===== src/rtl/conv_tile_scheduler.sv =====
// Layer-level sequencer for ConvTop: walks every (POF group, tile row, tile column)
// of one layer, launching each tile with incrementally computed BRAM base addresses.
module conv_tile_scheduler #(
  parameter int NUM_TILE_X     = 2,
  parameter int NUM_TILE_Y     = 2,
  parameter int NUM_POF_GROUPS = 2,
  parameter int IN_TILE_WORDS  = 64,
  parameter int WT_GROUP_WORDS = 144,
  parameter int OUT_TILE_WORDS = 32,
  parameter int ADDR_W         = 32,
  parameter int TIMEOUT_CYC    = 4096
) (
  input  logic              clk,
  input  logic              rst_n,
  input  logic              start,
  input  logic              abort,
  input  logic [ADDR_W-1:0] cfg_in_base,
  input  logic [ADDR_W-1:0] cfg_wt_base,
  input  logic [ADDR_W-1:0] cfg_out_base,
  input  logic              conv_tile_done,
  input  logic              conv_tile_pof_done,
  output logic              conv_ready,
  output logic [ADDR_W-1:0] tile_in_base,
  output logic [ADDR_W-1:0] tile_wt_base,
  output logic [ADDR_W-1:0] tile_out_base,
  output logic [15:0]       tile_x,
  output logic [15:0]       tile_y,
  output logic [15:0]       pof_idx,
  output logic [15:0]       pof_done_cnt,
  output logic              busy,
  output logic              layer_done,
  output logic              err_timeout
);

  localparam int WD_W = (TIMEOUT_CYC > 1) ? $clog2(TIMEOUT_CYC + 1) : 1;

  typedef enum logic [2:0] {
    S_IDLE,
    S_ISSUE,
    S_WAIT,
    S_ADVANCE,
    S_DONE
  } state_t;

  state_t            state;
  logic [ADDR_W-1:0] cfg_in_q;
  logic [WD_W-1:0]   wdog;
  logic              last_x;
  logic              last_y;
  logic              last_pof;

  assign last_x   = (tile_x  == 16'(NUM_TILE_X - 1));
  assign last_y   = (tile_y  == 16'(NUM_TILE_Y - 1));
  assign last_pof = (pof_idx == 16'(NUM_POF_GROUPS - 1));

  // The input base restarts at the latched layer base whenever a new POF group begins,
  // so only that one config value has to be kept beyond the start cycle.
  always_ff @(posedge clk or negedge rst_n) begin
    if (!rst_n) begin
      state         <= S_IDLE;
      cfg_in_q      <= '0;
      wdog          <= '0;
      conv_ready    <= 1'b0;
      tile_in_base  <= '0;
      tile_wt_base  <= '0;
      tile_out_base <= '0;
      tile_x        <= '0;
      tile_y        <= '0;
      pof_idx       <= '0;
      pof_done_cnt  <= '0;
      busy          <= 1'b0;
      layer_done    <= 1'b0;
      err_timeout   <= 1'b0;
    end else begin
      conv_ready <= 1'b0;
      layer_done <= 1'b0;
      if (abort && (state != S_IDLE)) begin
        state <= S_IDLE;
        busy  <= 1'b0;
      end else begin
        case (state)
          S_IDLE: begin
            if (start) begin
              cfg_in_q      <= cfg_in_base;
              tile_in_base  <= cfg_in_base;
              tile_wt_base  <= cfg_wt_base;
              tile_out_base <= cfg_out_base;
              tile_x        <= '0;
              tile_y        <= '0;
              pof_idx       <= '0;
              err_timeout   <= 1'b0;
              conv_ready    <= 1'b1;
              busy          <= 1'b1;
              state         <= S_ISSUE;
            end
          end
          S_ISSUE: begin
            pof_done_cnt <= '0;
            wdog         <= '0;
            state        <= S_WAIT;
          end
          S_WAIT: begin
            if (conv_tile_pof_done && (pof_done_cnt != 16'hFFFF))
              pof_done_cnt <= pof_done_cnt + 16'd1;
            if (conv_tile_done) begin
              state <= S_ADVANCE;
            end else if (wdog == WD_W'(TIMEOUT_CYC - 1)) begin
              err_timeout <= 1'b1;
              layer_done  <= 1'b1;
              state       <= S_DONE;
            end else begin
              wdog <= wdog + 1'b1;
            end
          end
          S_ADVANCE: begin
            if (last_x && last_y && last_pof) begin
              layer_done <= 1'b1;
              state      <= S_DONE;
            end else begin
              tile_out_base <= tile_out_base + ADDR_W'(OUT_TILE_WORDS);
              if (!last_x) begin
                tile_x       <= tile_x + 16'd1;
                tile_in_base <= tile_in_base + ADDR_W'(IN_TILE_WORDS);
              end else if (!last_y) begin
                tile_x       <= '0;
                tile_y       <= tile_y + 16'd1;
                tile_in_base <= tile_in_base + ADDR_W'(IN_TILE_WORDS);
              end else begin
                tile_x       <= '0;
                tile_y       <= '0;
                pof_idx      <= pof_idx + 16'd1;
                tile_in_base <= cfg_in_q;
                tile_wt_base <= tile_wt_base + ADDR_W'(WT_GROUP_WORDS);
              end
              conv_ready <= 1'b1;
              state      <= S_ISSUE;
            end
          end
          S_DONE: begin
            busy  <= 1'b0;
            state <= S_IDLE;
          end
          default: begin
            busy  <= 1'b0;
            state <= S_IDLE;
          end
        endcase
      end
    end
  end

endmodule


===== config.mk =====
export PLATFORM = sky130hd
export DESIGN_NAME = conv_tile_scheduler
export DESIGN_NICKNAME = d
export VERILOG_FILES = /design/src/rtl/conv_tile_scheduler.sv
export SDC_FILE = /design/constraint.sdc
export NUM_CORES = 1
export LEC_CHECK = 0
export ABC_AREA = 1
export BUFFER_PORTS_ARGS = -buffer_cell sky130_fd_sc_hd__buf_2
export CAP_MARGIN = 40
export CORE_AREA = 2 2 178 180
export CTS_BUF_LIST = sky130_fd_sc_hd__clkbuf_16
export CTS_CLUSTER_DIAMETER = 200
export DETAILED_ROUTE_END_ITERATION = 7
export DIE_AREA = 0 0 180 182
export GPL_TIMING_DRIVEN = 1
export PLACE_DENSITY = 0.72
export RECOVER_POWER = 100
export SETUP_SLACK_MARGIN = 0.02
export SLEW_MARGIN = 20
export SYNTH_ARGS = -nofsm -noshare
export SYNTH_HDL_FRONTEND = slang
export SYNTH_SLANG_ARGS = --single-unit

===== constraint.sdc =====
create_clock -name clk -period 4.65 [get_ports clk]
set_input_delay 0.93 -clock clk [delete_from_list [all_inputs] [get_ports clk]]
set_output_delay 0.93 -clock clk [all_outputs]
set_load 0.01 [all_outputs]

# [Word-level counts from Yosys, hierarchy flattened]
# Cells that the tools add are included.
[totals] regBits=212 in_bits=102 out_inout_bits=164 elab_cells=113
[classes] addsub=8 n_eq_ne=19 mux=52 bitwise_logic=1 n_reduce_logical=19
[ops] op="32-bit two-way mux" n=10
[ops] op="32-bit case mux with 2 select lines" n=3
[ops] op="16-bit two-way mux" n=10
[ops] op="16-bit case mux with 2 select lines" n=4
[ops] op="16-bit by 1-bit adder with 16-bit output (second input constant)" n=4
[ops] op="16-bit by 1-bit == test with 1-bit output (second input constant)" n=3
[ops] op="32-bit by 6-bit adder with 32-bit output (second input constant)" n=1
[ops] op="32-bit by 7-bit adder with 32-bit output (second input constant)" n=1
[ops] op="32-bit by 8-bit adder with 32-bit output (second input constant)" n=1
[ops] op="13-bit two-way mux" n=2
[ops] op="13-bit case mux with 2 select lines" n=1
[ops] op="16-bit != test (second input constant)" n=1
[ops] op="2-bit != test (second input constant)" n=8
[ops] op="3-bit two-way mux" n=5
[ops] op="13-bit by 1-bit adder with 13-bit output (second input constant)" n=1
[ops] op="13-bit by 12-bit == test with 1-bit output (second input constant)" n=1
[ops] op="1-bit two-way mux" n=12
[ops] op="3-bit case mux with 4 select lines" n=1
[ops] op="5-bit AND reduction" n=2
[ops] op="1-bit case mux with 2 select lines" n=4
[ops] op="4-bit AND reduction" n=2
[ops] op="3-bit by 2-bit == test with 1-bit output (second input constant)" n=2
[ops] op="3-bit AND reduction" n=2
[ops] op="6-bit AND reduction" n=1
[ops] op="11 further kinds" n=17

# [Logic depth before layout (Yosys ltp)]
# Gate-level depths: netlist (run 1).
[depth] depth_word=6 depth_mapped=14

# [Worst setup path before layout (run 1)]
# Ideal clock, no wire load.
[synth_path] path_type="input to register" start="input abort" end="register wdog[5]" setup_ns=0.066 t_arrival_ns=1.849 t_required_ns=4.584 slack_ns=2.735 stages=10 n_path_buf=1 cell_sequence="nand2_1 -> nand2_1 -> nor2_1 -> inv_1 -> nand2_1 -> nand2_4 -> nand2_2 -> buf_6 -> nand3_1 -> nand2_1"
[synth_via] elab_chain_cells=3
[synth_lines] element="start, declared" line="16" source="input logic abort,"
[synth_lines] element="1-bit logical AND" line="77" source="if (abort && (state != S_IDLE)) begin"
[synth_lines] element="1-bit NOT (no source line)"
[synth_lines] element="4-bit AND reduction (no source line)"
[synth_lines] element="end signal, assigned" line="112" source="wdog <= wdog + 1'b1;"
[synth_lines] element="end, declared" line="47" source="logic [WD_W-1:0] wdog;"
# No other way between the ends.
# A chain may end at the register's enable or synchronous reset.

# [Final worst setup path (run 1)]
[layout_path] start="register tile_x[1]" end="register tile_wt_base[10]"
[layout_via] elab_chain_cells=5
[layout_lines] element="start, declared" line="26" source="output logic [15:0] tile_x,"
[layout_lines] element="start signal, assigned" line="122" source="tile_x <= tile_x + 16'd1;"
[layout_lines] element="16-bit by 1-bit == test with 1-bit output *" line="52" source="assign last_x = (tile_x == 16'(NUM_TILE_X - 1));"
[layout_lines] element="1-bit logical AND (2 in a row)" line="116" source="if (last_x && last_y && last_pof) begin"
[layout_lines] element="2-bit != test (no source line)"
[layout_lines] element="6-bit AND reduction (no source line) *"
[layout_lines] element="end signal, assigned" line="86" source="tile_wt_base <= cfg_wt_base;"
[layout_lines] element="end signal, assigned" line="133" source="tile_wt_base <= tile_wt_base + ADDR_W'(WT_GROUP_WORDS);"
[layout_lines] element="end, declared" line="24" source="output logic [ADDR_W-1:0] tile_wt_base,"
# Mark *: on every way between the ends. The rest lies on a longest branch, timed or not.

==> impl_metrics.toml, run 1 <==
[yosys]
synthCells = 2115
synth_area_per_cell_um2 = 6.47
synth_nets = 2228
ys_seq_elements = 212
synth_top_cell_by_area = "dfrtp_1"
synth_area_leaders = "dfrtp_1 (39%), nand2_1 (25%), nor2_1 (7.9%), nand3_1 (5.7%), inv_1 (4.0%)"
yosysWarningCount = 0
synth_cell_types = 39
syn_area_um2 = 13700
synth_top_area_frac = 0.388
ys_seq_area_frac = 0.388

[setup_path]
r2r_end = "tile_wt_base[10]"
cp_num_cells = 12
timing.rr.start = "tile_x[1]"
ff2ff_path_depth = 12
reg2reg_slack_ns = 1.03
crit_family = "simple AND/OR/NAND/NOR gates"
cpPeakStageDelay_ns = 0.83
crit_chain = "inv_1 > ha_1 > inv_1 > nor2_1 > nand2_1 > nor2_1 > nand2_1 > nor2_4 > nand3_1 > nand3_1 > clkbuf_2 > o21ai_0"
crit_fanout = 44
crit_path_start_kind = "flip-flop"
crit_arrival_ns = 3.98
worstPathRequired_ns = 5.01
critPathKind = "reg -> reg"
slowest_stage = "clkbuf_2"
cp.buffers_inverters = 3
worstSetupEndpointType = "flip-flop"

[clock_network]
numCtsBuffers = 26
clk_path_buf_depth = 3
clockRootBuffer = "clkbuf_16"
path_clk_slew_ns = 0.06
cts.repair.resized = 0
postCtsSetupBuffers = 0
ctsHoldBuffers = 0
clock_latency_ns = 0.53
cts_sinks = 212
cts_tree = "yes"
cts_htree_levels = 1

[timing]
fmaxAchievable_mhz = 276
final_max_slew_viol_count = 132
slew_headroom = -0.721
worst_pin_slew_ns = 2.58
finalSetupViolations = 0
fin_skew_ns = 0.0118
fin_crit_ns = 3.62
final.setup.tns_ns = 0
hold_viol = 0
rsz0062_at_grt = "no"
fin_crit_sh = 0.779

[floorplan]
die_height_um = 182
start_util = 0.442
placementRows = 65
dieArea_um2 = 32800
design.portCount = 266
core_um2 = 31000
die_w_um = 180

[pwr]
leakagePower_uw = 0.00781
peakVddDrop_uv = 351
power_density_nw_per_um2 = 521

[place]
portBuffers = 265
postPlaceCellArea_um2 = 15300
gp_congestion = 0.965
hpwl_um = 30000

[min_path]
holdCritStartpoint = "cfg_in_q[6]"
hold_end = "cfg_in_q[6]"
hold_class = "reg -> reg"
holdPathStages = 2

[routing]
wl_um = 41800
wl_per_cell_um = 15.1
ant_nets = 0
drt-initial-drc-count = 891
drt_pass1_iterations = 5
num_vias = 14300
viasPerCell = 5.16
drt_drc_violations_left = 0

[final_layout]
stdcell_area_um2 = 15900
fillers = 3185
drive_above_1_share = 0.0750
diodes = 0
area_growth_pct = 15.9
nets = 2466

[global_routing]
grt_usage = 0.248
grt_overflow = 0
grt_pass1_vias = 13300
grt_max_degree = 97
grt_pass1_wl_um = 67300
antenna_found_initial = 0

[outcome]
violations = "capacitance limit, slew limit"
status = "finished, violations left"

[flow_run]
maxCapViolCount = 2
## logic make-up (layout without fill, tap and decap cells)
kind of cell | after synthesis | in the layout | share of synthesized area
buffers and inverters | 222 | 479 | 0.0667
adders and majority gates | 11 | 11 | 0.0101
muxes | 2 | 2 | 0.00146
DFF | 212 | 212 | 0.388
and+or+nand+nor | 1471 | 1471 | 0.442
AOI/OAI and AO/OA | 133 | 133 | 0.0509
xor gates and xnor gates | 64 | 64 | 0.0410
## worst max-delay path by stage
stage | startpoint | end | slack, ns
floorplan | abort | wdog[5] | 2.73
global placement | tile_y[0] | tile_in_base[21] | 1.24
detailed placement | tile_x[1] | tile_out_base[15] | 1.14
CTS | tile_x[1] | tile_out_base[15] | 1.08
global route | tile_x[1] | tile_wt_base[12] | 0.72
finish | tile_x[1] | tile_wt_base[10] | 1.03
## routing by layer
layer / part of all wire / track usage
met5: 0 / 0
met4: 0.037 / 0.0927
met3: 0.070 / 0.0443
met2: 0.46 / 0.413
met1: 0.43 / 0.324
## power by group
part / internal, uW / switching, uW
Combinational: 1010 / 2140
Clock: 1090 / 792
Sequential: 2430 / 780
Total: 4540 / 3720
## synthesized netlist by cell type, drive strengths merged
cell / number
dfrtp: 212
o21bai: 3
or2: 20
a21oi: 24
buf: 41
nand2: 917
o21ai: 101
nand3b: 25
a2bb2oi: 1
nor3: 24
xor2: 50
o211ai: 1
and3: 1
nor3b: 2
mux2i: 2
a31oi: 1
a21boi: 1
inv: 155
clkbuf: 25
xnor2: 14
nand4: 29
nor2: 292
ha: 11
and2: 1
o21a: 1
clkinv: 1
nand3: 160
## worst reg2reg max path, cell delays in order (launching register included)
cell	delay, ns
dfrtp_1	0.42
inv_1	0.12
ha_1	0.20
inv_1	0.05
nor2_1	0.08
nand2_1	0.07
nor2_1	0.08
nand2_1	0.09
nor2_4	0.50
nand3_1	0.32
nand3_1	0.46
clkbuf_2	0.83
o21ai_0	0.24
## cell type report
class,instances,area [um^2],area share
well taps,402,503,0.0317
flip-flops and latches,212,5310,0.335
multi-input cells,1681,7430,0.468
inverters,156,587,0.0370
clock inverters,20,108,0.00679
clock buffers,27,676,0.0426
repair buffers,276,1250,0.0788
## placed cells by master (no fill, tap or decap), drive strengths merged
cell type / n
a21boi: 1
a21oi: 24
a2bb2oi: 1
a31oi: 1
and2: 1
and3: 1
buf: 107
bufinv: 1
clkbuf: 196
clkinv: 16
dfrtp: 212
ha: 11
inv: 159
mux2i: 2
nand2: 917
nand3: 160
nand3b: 25
nand4: 29
nor2: 292
nor3: 24
nor3b: 2
o211ai: 1
o21a: 1
o21ai: 101
o21bai: 3
or2: 20
xnor2: 14
xor2: 50
## metrics by stage
step	hold WS (ns)	utilization	worst slack, ns	instances	power (uW)
2_1_floorplan	0.449	-	2.73	2115	5240
3_3_place_gp	0.461	0.493	1.24	2724	6370
3_5_place_dp	0.464	0.494	1.14	2725	6470
4_1_cts	0.477	0.519	1.08	2772	8390
5_1_grt	0.500	0.512	0.718	2774	8890
6_report	0.479	0.512	1.03	2774	8250
## sequential cells by signal (all words and copies together) (netlist names)
signal         flops
pof_done_cnt      16
state              3
pof_idx           16
tile_x            16
tile_wt_base      32
layer_done         1
busy               1
wdog              13
tile_y            16
conv_ready         1
err_timeout        1
tile_out_base     32
tile_in_base      32
cfg_in_q          32
Note: power is estimated with default switching activity, not from simulation.
==> run 2, diff against run 1 <==
--- a/config.mk
+++ b/config.mk
@@ -14,7 +14,7 @@
 export DETAILED_ROUTE_END_ITERATION = 7
 export DIE_AREA = 0 0 180 182
 export GPL_TIMING_DRIVEN = 1
-export PLACE_DENSITY = 0.72
+export PLACE_DENSITY = 0.75
 export RECOVER_POWER = 100
 export SETUP_SLACK_MARGIN = 0.02
 export SLEW_MARGIN = 20
==> constraint.sdc (replaced) <==
create_clock -name clk -period 3.1 [get_ports clk]
set_input_delay 0.62 -clock clk [delete_from_list [all_inputs] [get_ports clk]]
set_output_delay 0.62 -clock clk [all_outputs]
set_load 0.01 [all_outputs]
==> run 2 against run 1 <==
The run still ends with capacitance limit, slew limit left. Utilization grew 0.65 points. Routed wire length shrank 0.17%. Register-to-register slack lost 0.63 ns. Combinational power grew 52%. Clock skew is essentially flat. Power grew 55%. Critical path type unchanged. Maximum frequency grew 34%. Critical path depth shrank 5. Final cell count grew 0.36%.
==> impl_metrics.toml, run 2 (same netlist as run 1, synthesis figures left out) <==
[outcome]
status = "finished, violations left"
violations = "capacitance limit, slew limit"

[setup_path]
worstSetupEndpointType = "flip-flop"
crit_arrival_ns = 3.12
worstPathRequired_ns = 3.52
critPathKind = "reg -> reg"
reg2reg_slack_ns = 0.40
crit_fanout = 34
crit_path_start_kind = "flip-flop"

[timing]
fin_crit_ns = 2.70
worst_pin_slew_ns = 2.16
final.setup.tns_ns = 0
hold_viol = 0
slew_headroom = -0.441
fmaxAchievable_mhz = 370
hold_slack_ns = 0.277
fin_skew_ns = 0.0114
finalSetupViolations = 0
final_max_slew_viol_count = 114
fin_crit_sh = 0.872
rsz0062_at_grt = "no"
setup_ws_ns = 0.397

[final_layout]
nets = 2475
area_growth_pct = 17.3
drive_above_1_share = 0.0811
layout_common_cells = "nand2_1 (913), nor2_1 (288), dfrtp_1 (212)"
layout_commonest_cell = "nand2_1"
fillers = 3186
final-seq-area_um2 = 5310
multi_input_area_um2 = 7440

[clock_network]
clock_latency_ns = 0.53
postCtsSetupBuffers = 0
clockRootBuffer = "clkbuf_16"
numCtsBuffers = 26
cts_sinks = 212
path_clk_slew_ns = 0.06
cts_tree = "yes"
clk_path_buf_depth = 3
ctsHoldBuffers = 0
cts.repair.resized = 0
cts_htree_levels = 1

[routing]
wl_um = 41700
ant_nets = 0
wl_per_cell_um = 15.0
drt_drc_violations_left = 0
viasPerCell = 5.17
drt_pass1_iterations = 7
drt-initial-drc-count = 1063
num_vias = 14400

[floorplan]
die_w_um = 180
die_height_um = 182
design.portCount = 266
start_util = 0.442
placementRows = 65
core_um2 = 31000
dieArea_um2 = 32800

[min_path]
hold_class = "in -> reg"

[global_routing]
grt_usage = 0.247
grt_max_degree = 81
grt_pass1_wl_um = 67300
grt_pass1_vias = 13300
antenna_found_initial = 1
grt_overflow = 0

[place]
portBuffers = 265
gp_congestion = 0.957
hpwl_um = 30300
post-place-ws_ns = 0.679

[pwr]
power_density_nw_per_um2 = 797
leakagePower_uw = 0.00789
peakVddDrop_uv = 528
p_total_uw = 12800

[flow_run]
maxCapViolCount = 2
[run 2: cell types whose count changed in the layout (fill, tap and decap cells not counted), moves of 2 or more]
cell,previous run,this run
buf_4,3,11
bufinv_16,1,5
clkinv_1,10,7
clkinv_2,6,3
clkinvlp_4,0,2
inv_1,154,152
inv_2,5,7
[run 2: path summary, 6_finish.rpt]
check	start	depth (start not counted)	to
min in group asynchronous	rst_n	1	tile_wt_base[11]
hold / removal	cfg_wt_base[3]	3	tile_wt_base[3]
setup reg to reg	state[0]	7	tile_wt_base[1]
hold reg to reg	tile_wt_base[0]	2	tile_wt_base[0]
max in group asynchronous	rst_n	2	tile_in_base[11]
setup / recovery	state[0]	7	tile_wt_base[1]
[run 2: power breakdown]
part / leakage [uW] / switching [uW] / internal [uW]
Sequential: 0.00275 / 1140 / 3650
Combinational: 0.00469 / 3240 / 1580
Clock: 0.000448 / 1220 / 1980
Total: 0.00789 / 5600 / 7200
[run 2: area by class of cell]
type,instances,share of cell area
Antenna cell,1,0.000156
Clock buffer,27,0.0421
Clock inverter,20,0.0135
Inverter,156,0.0366
Multi-Input combinational cell,1681,0.463
Sequential cell,212,0.330
Tap cell,402,0.0313
Timing Repair Buffer,285,0.0828
[run 2: per-layer routing]
layer | vias to the layer above | global-route usage | wire [um]
li1 | 7117 | - | -
met1 | 6675 | 0.320 | 18000
met2 | 506 | 0.418 | 19300
met3 | 88 | 0.0417 | 3000
met4 | 0 | 0.0865 | 1390
met5 | - | 0 | 0
[run 2: critical path, stage by stage (launching register included)]
cell,delay [ns]
dfrtp_1,0.44
nor2_1,0.07
nand2_1,0.12
inv_1,0.06
nand2_2,0.14
clkbuf_1,1.36
mux2i_1,0.31
inv_1,0.06
[run 2: through the flow]
step,cells,util,cell area [um^2]
CTS,2782,0.526,16300
finish,2784,0.518,16100
floorplan,2115,-,13700
global route,2784,0.518,16100
global placement,2734,0.497,15400
detailed placement,2735,0.497,15400
==> run 3, diff against run 2 <==
--- a/config.mk
+++ b/config.mk
@@ -5,16 +5,15 @@
 export SDC_FILE = /design/constraint.sdc
 export NUM_CORES = 1
 export LEC_CHECK = 0
-export ABC_AREA = 1
 export BUFFER_PORTS_ARGS = -buffer_cell sky130_fd_sc_hd__buf_2
 export CAP_MARGIN = 40
-export CORE_AREA = 2 2 178 180
+export CORE_AREA = 2 2 164 166
 export CTS_BUF_LIST = sky130_fd_sc_hd__clkbuf_16
 export CTS_CLUSTER_DIAMETER = 200
 export DETAILED_ROUTE_END_ITERATION = 7
-export DIE_AREA = 0 0 180 182
+export DIE_AREA = 0 0 166 168
 export GPL_TIMING_DRIVEN = 1
-export PLACE_DENSITY = 0.75
+export PLACE_DENSITY = 0.76
 export RECOVER_POWER = 100
 export SETUP_SLACK_MARGIN = 0.02
 export SLEW_MARGIN = 20
==> run 3 against run 2 <==
The flow still finishes with violations (capacitance limit, slew limit). Die area is 15% lower. Power is 8.7% lower. Routed wire length is 15% lower. Critical path depth is 1 higher. Clock power is 15% lower. Combinational power is 11% lower.
==> impl_metrics.toml, run 3 <==
[yosys]
synth_area_leaders = "dfrtp_1 (46%), nand2_1 (7.5%), nor2_1 (4.5%), nand3_1 (3.4%), a21oi_1 (3.1%)"
synth_top_cell_by_area = "dfrtp_1"
synth_top_area_frac = 0.459
ys_seq_area_frac = 0.459
synth_nets = 1441
synth_compound_area_frac = 0.171
synthCells = 1328
ys_seq_elements = 212
synthMuxAreaShare = 0.00173
synth_area_per_cell_um2 = 8.70
synthTopCellsByCount = "nand2_1 (232), dfrtp_1 (212), nor2_1 (140), nand3_1 (79), a21oi_1 (71)"
synth_top_family_by_area = "simple AND/OR/NAND/NOR gates"
syn_area_um2 = 11600
synth_simple_gate_area_frac = 0.271
synth-edff-count = 0
synthXorXnorAreaFrac = 0.0508
yosysWarningCount = 0
synth_ff_type = "dfrtp_1"
async_reset_ff_frac = 1.00
yosys.area_share.adder = 0.0119
synth.most_common_cell = "nand2_1"
synth_cell_types = 77

[outcome]
violations = "capacitance limit, slew limit"
status = "finished, violations left"

[setup_path]
crit_fanout = 13
crit_chain = "nand2b_1 > or2_2 > o21ai_2 > clkbuf_1 > o21ai_1 > buf_4 > or4_1 > a21oi_1"
critPathKind = "reg -> reg"
r2r_end = "tile_y[14]"
worstSetupEndpointType = "flip-flop"
crit_arrival_ns = 3.35
worstPathRequired_ns = 3.55
reg2reg_slack_ns = 0.19
ff2ff_path_depth = 8
cpPeakStageDelay_ns = 0.51
crit_family = "simple AND/OR/NAND/NOR gates"
crit_path_start_kind = "flip-flop"
cp.buffers_inverters = 2
slowest_stage = "dfrtp_1"
timing.rr.start = "state[2]"

[clock_network]
cts_tree = "yes"
clock_latency_ns = 0.52
path_clk_slew_ns = 0.06
cts_sinks = 212
clockRootBuffer = "clkbuf_16"
cts_htree_levels = 1
clk_path_buf_depth = 3
numCtsBuffers = 25
postCtsSetupBuffers = 0

[final_layout]
diodes = 0
layout_commonest_cell = "nand2_1"
drive_above_1_share = 0.123
area_growth_pct = 19.6
fillers = 2537
layout_common_cells = "nand2_1 (232), dfrtp_1 (212), clkbuf_1 (171)"
nets = 1700

[min_path]
holdPathStages = 3
holdCritStartpoint = "cfg_out_base[3]"
hold_class = "in -> reg"
hold_end = "tile_out_base[3]"

[floorplan]
die_height_um = 168
dieArea_um2 = 27900
start_util = 0.438
core_um2 = 26400
die_w_um = 166
placementRows = 60
design.portCount = 266

[timing]
fin_crit_sh = 0.937
rsz0062_at_grt = "no"
final_max_slew_viol_count = 83
finalSetupViolations = 0
fin_skew_ns = 0.0181
hold_viol = 0
worst_pin_slew_ns = 2.23
fin_crit_ns = 2.91
slew_headroom = -0.486
fmaxAchievable_mhz = 344
final.setup.tns_ns = 0

[global_routing]
grt_max_degree = 84
grt_pass1_vias = 11100
grt_overflow = 0
grt_pass1_wl_um = 57800
grt_usage = 0.250
antenna_found_initial = 2

[routing]
viasPerCell = 5.86
drt_drc_violations_left = 0
wl_per_cell_um = 18.2
drt-initial-drc-count = 982
drt_pass1_iterations = 8
wl_um = 35400
num_vias = 11400
ant_nets = 0

[pwr]
power_density_nw_per_um2 = 846
p_total_uw = 11700
leakagePower_uw = 0.00592
peakVddDrop_uv = 597

[place]
hpwl_um = 24900
portBuffers = 265
gp_congestion = 0.890

[flow_run]
maxCapViolCount = 1
## run 3: kinds of logic (layout without fill, tap and decap cells)
group	Yosys count	count (layout)
compound gates	292	292
xor+xnor	67	67
fa+ha+maj	11	11
buf+inv	97	374
flops	212	212
mux	2	2
simple gates	647	647
## run 3: per-layer routing
| layer | track usage | vias up | wire length, um |
|---|---|---|---|
| met5 | 0 | - | 27 |
| met4 | 0.0824 | 4 | 1160 |
| met3 | 0.0505 | 93 | 2800 |
| met2 | 0.407 | 474 | 16200 |
| met1 | 0.336 | 5519 | 15200 |
| li1 | - | 5316 | - |
## run 3: worst reg2reg max path, cell delays in order (launching register included)
cell      delay (ns)
dfrtp_1         0.51
nand2b_1        0.27
or2_2           0.31
o21ai_2         0.29
clkbuf_1        0.44
o21ai_1         0.14
buf_4           0.20
or4_1           0.50
a21oi_1         0.16
## run 3: report_power, final
| group | leakage, uW | internal (uW) | switching [uW] |
|---|---|---|---|
| logic | 0.00284 | 1540 | 2740 |
| registers | 0.00269 | 3650 | 1040 |
| clock network | 0.000387 | 1540 | 1170 |
| total | 0.00592 | 6730 | 4950 |
## run 3: final cells by class
type / count / area [um^2] / share of cell area
inverter: 21 / 78.8 / 0.00571
sequential: 212 / 5310 / 0.384
clock buffer: 25 / 626 / 0.0453
timing repair buffer: 308 / 1440 / 0.104
tap: 341 / 427 / 0.0309
clock inverter: 20 / 121 / 0.00878
multi-input combinational: 1019 / 5820 / 0.421
## run 3: per-stage QoR
stage                     hold slack [ns]  cell area, um^2  cells  setup slack (ns)   util
after CTS                           0.122            14100   1946             0.213  0.536
after global routing                0.281            13800   1946            0.0507  0.524
after detailed placement            0.461            13400   1901             0.239  0.507
final                               0.283            13800   1946             0.194  0.524
after floorplan                     0.324            11600   1328             0.830      -
after global placement              0.452            13400   1900             0.367  0.507
## run 3: timing repair
action                                  4_1_cts  5_1_grt
endpoints found under the setup margin        0        2
gates resized for setup                       0        1
hold buffers                                  0        0
## run 3: worst max-delay path by stage
stage	startpoint	end	slack (ns)	cells past startpoint
2_1_floorplan	tile_x[0]	tile_in_base[1]	0.83	9
3_3_place_gp	state[2]	tile_y[1]	0.37	6
3_5_place_dp	tile_y[1]	tile_wt_base[23]	0.24	9
4_1_cts	tile_y[1]	tile_wt_base[23]	0.21	9
5_1_grt	tile_y[1]	pof_idx[14]	0.05	9
6_report	state[2]	tile_y[14]	0.19	8
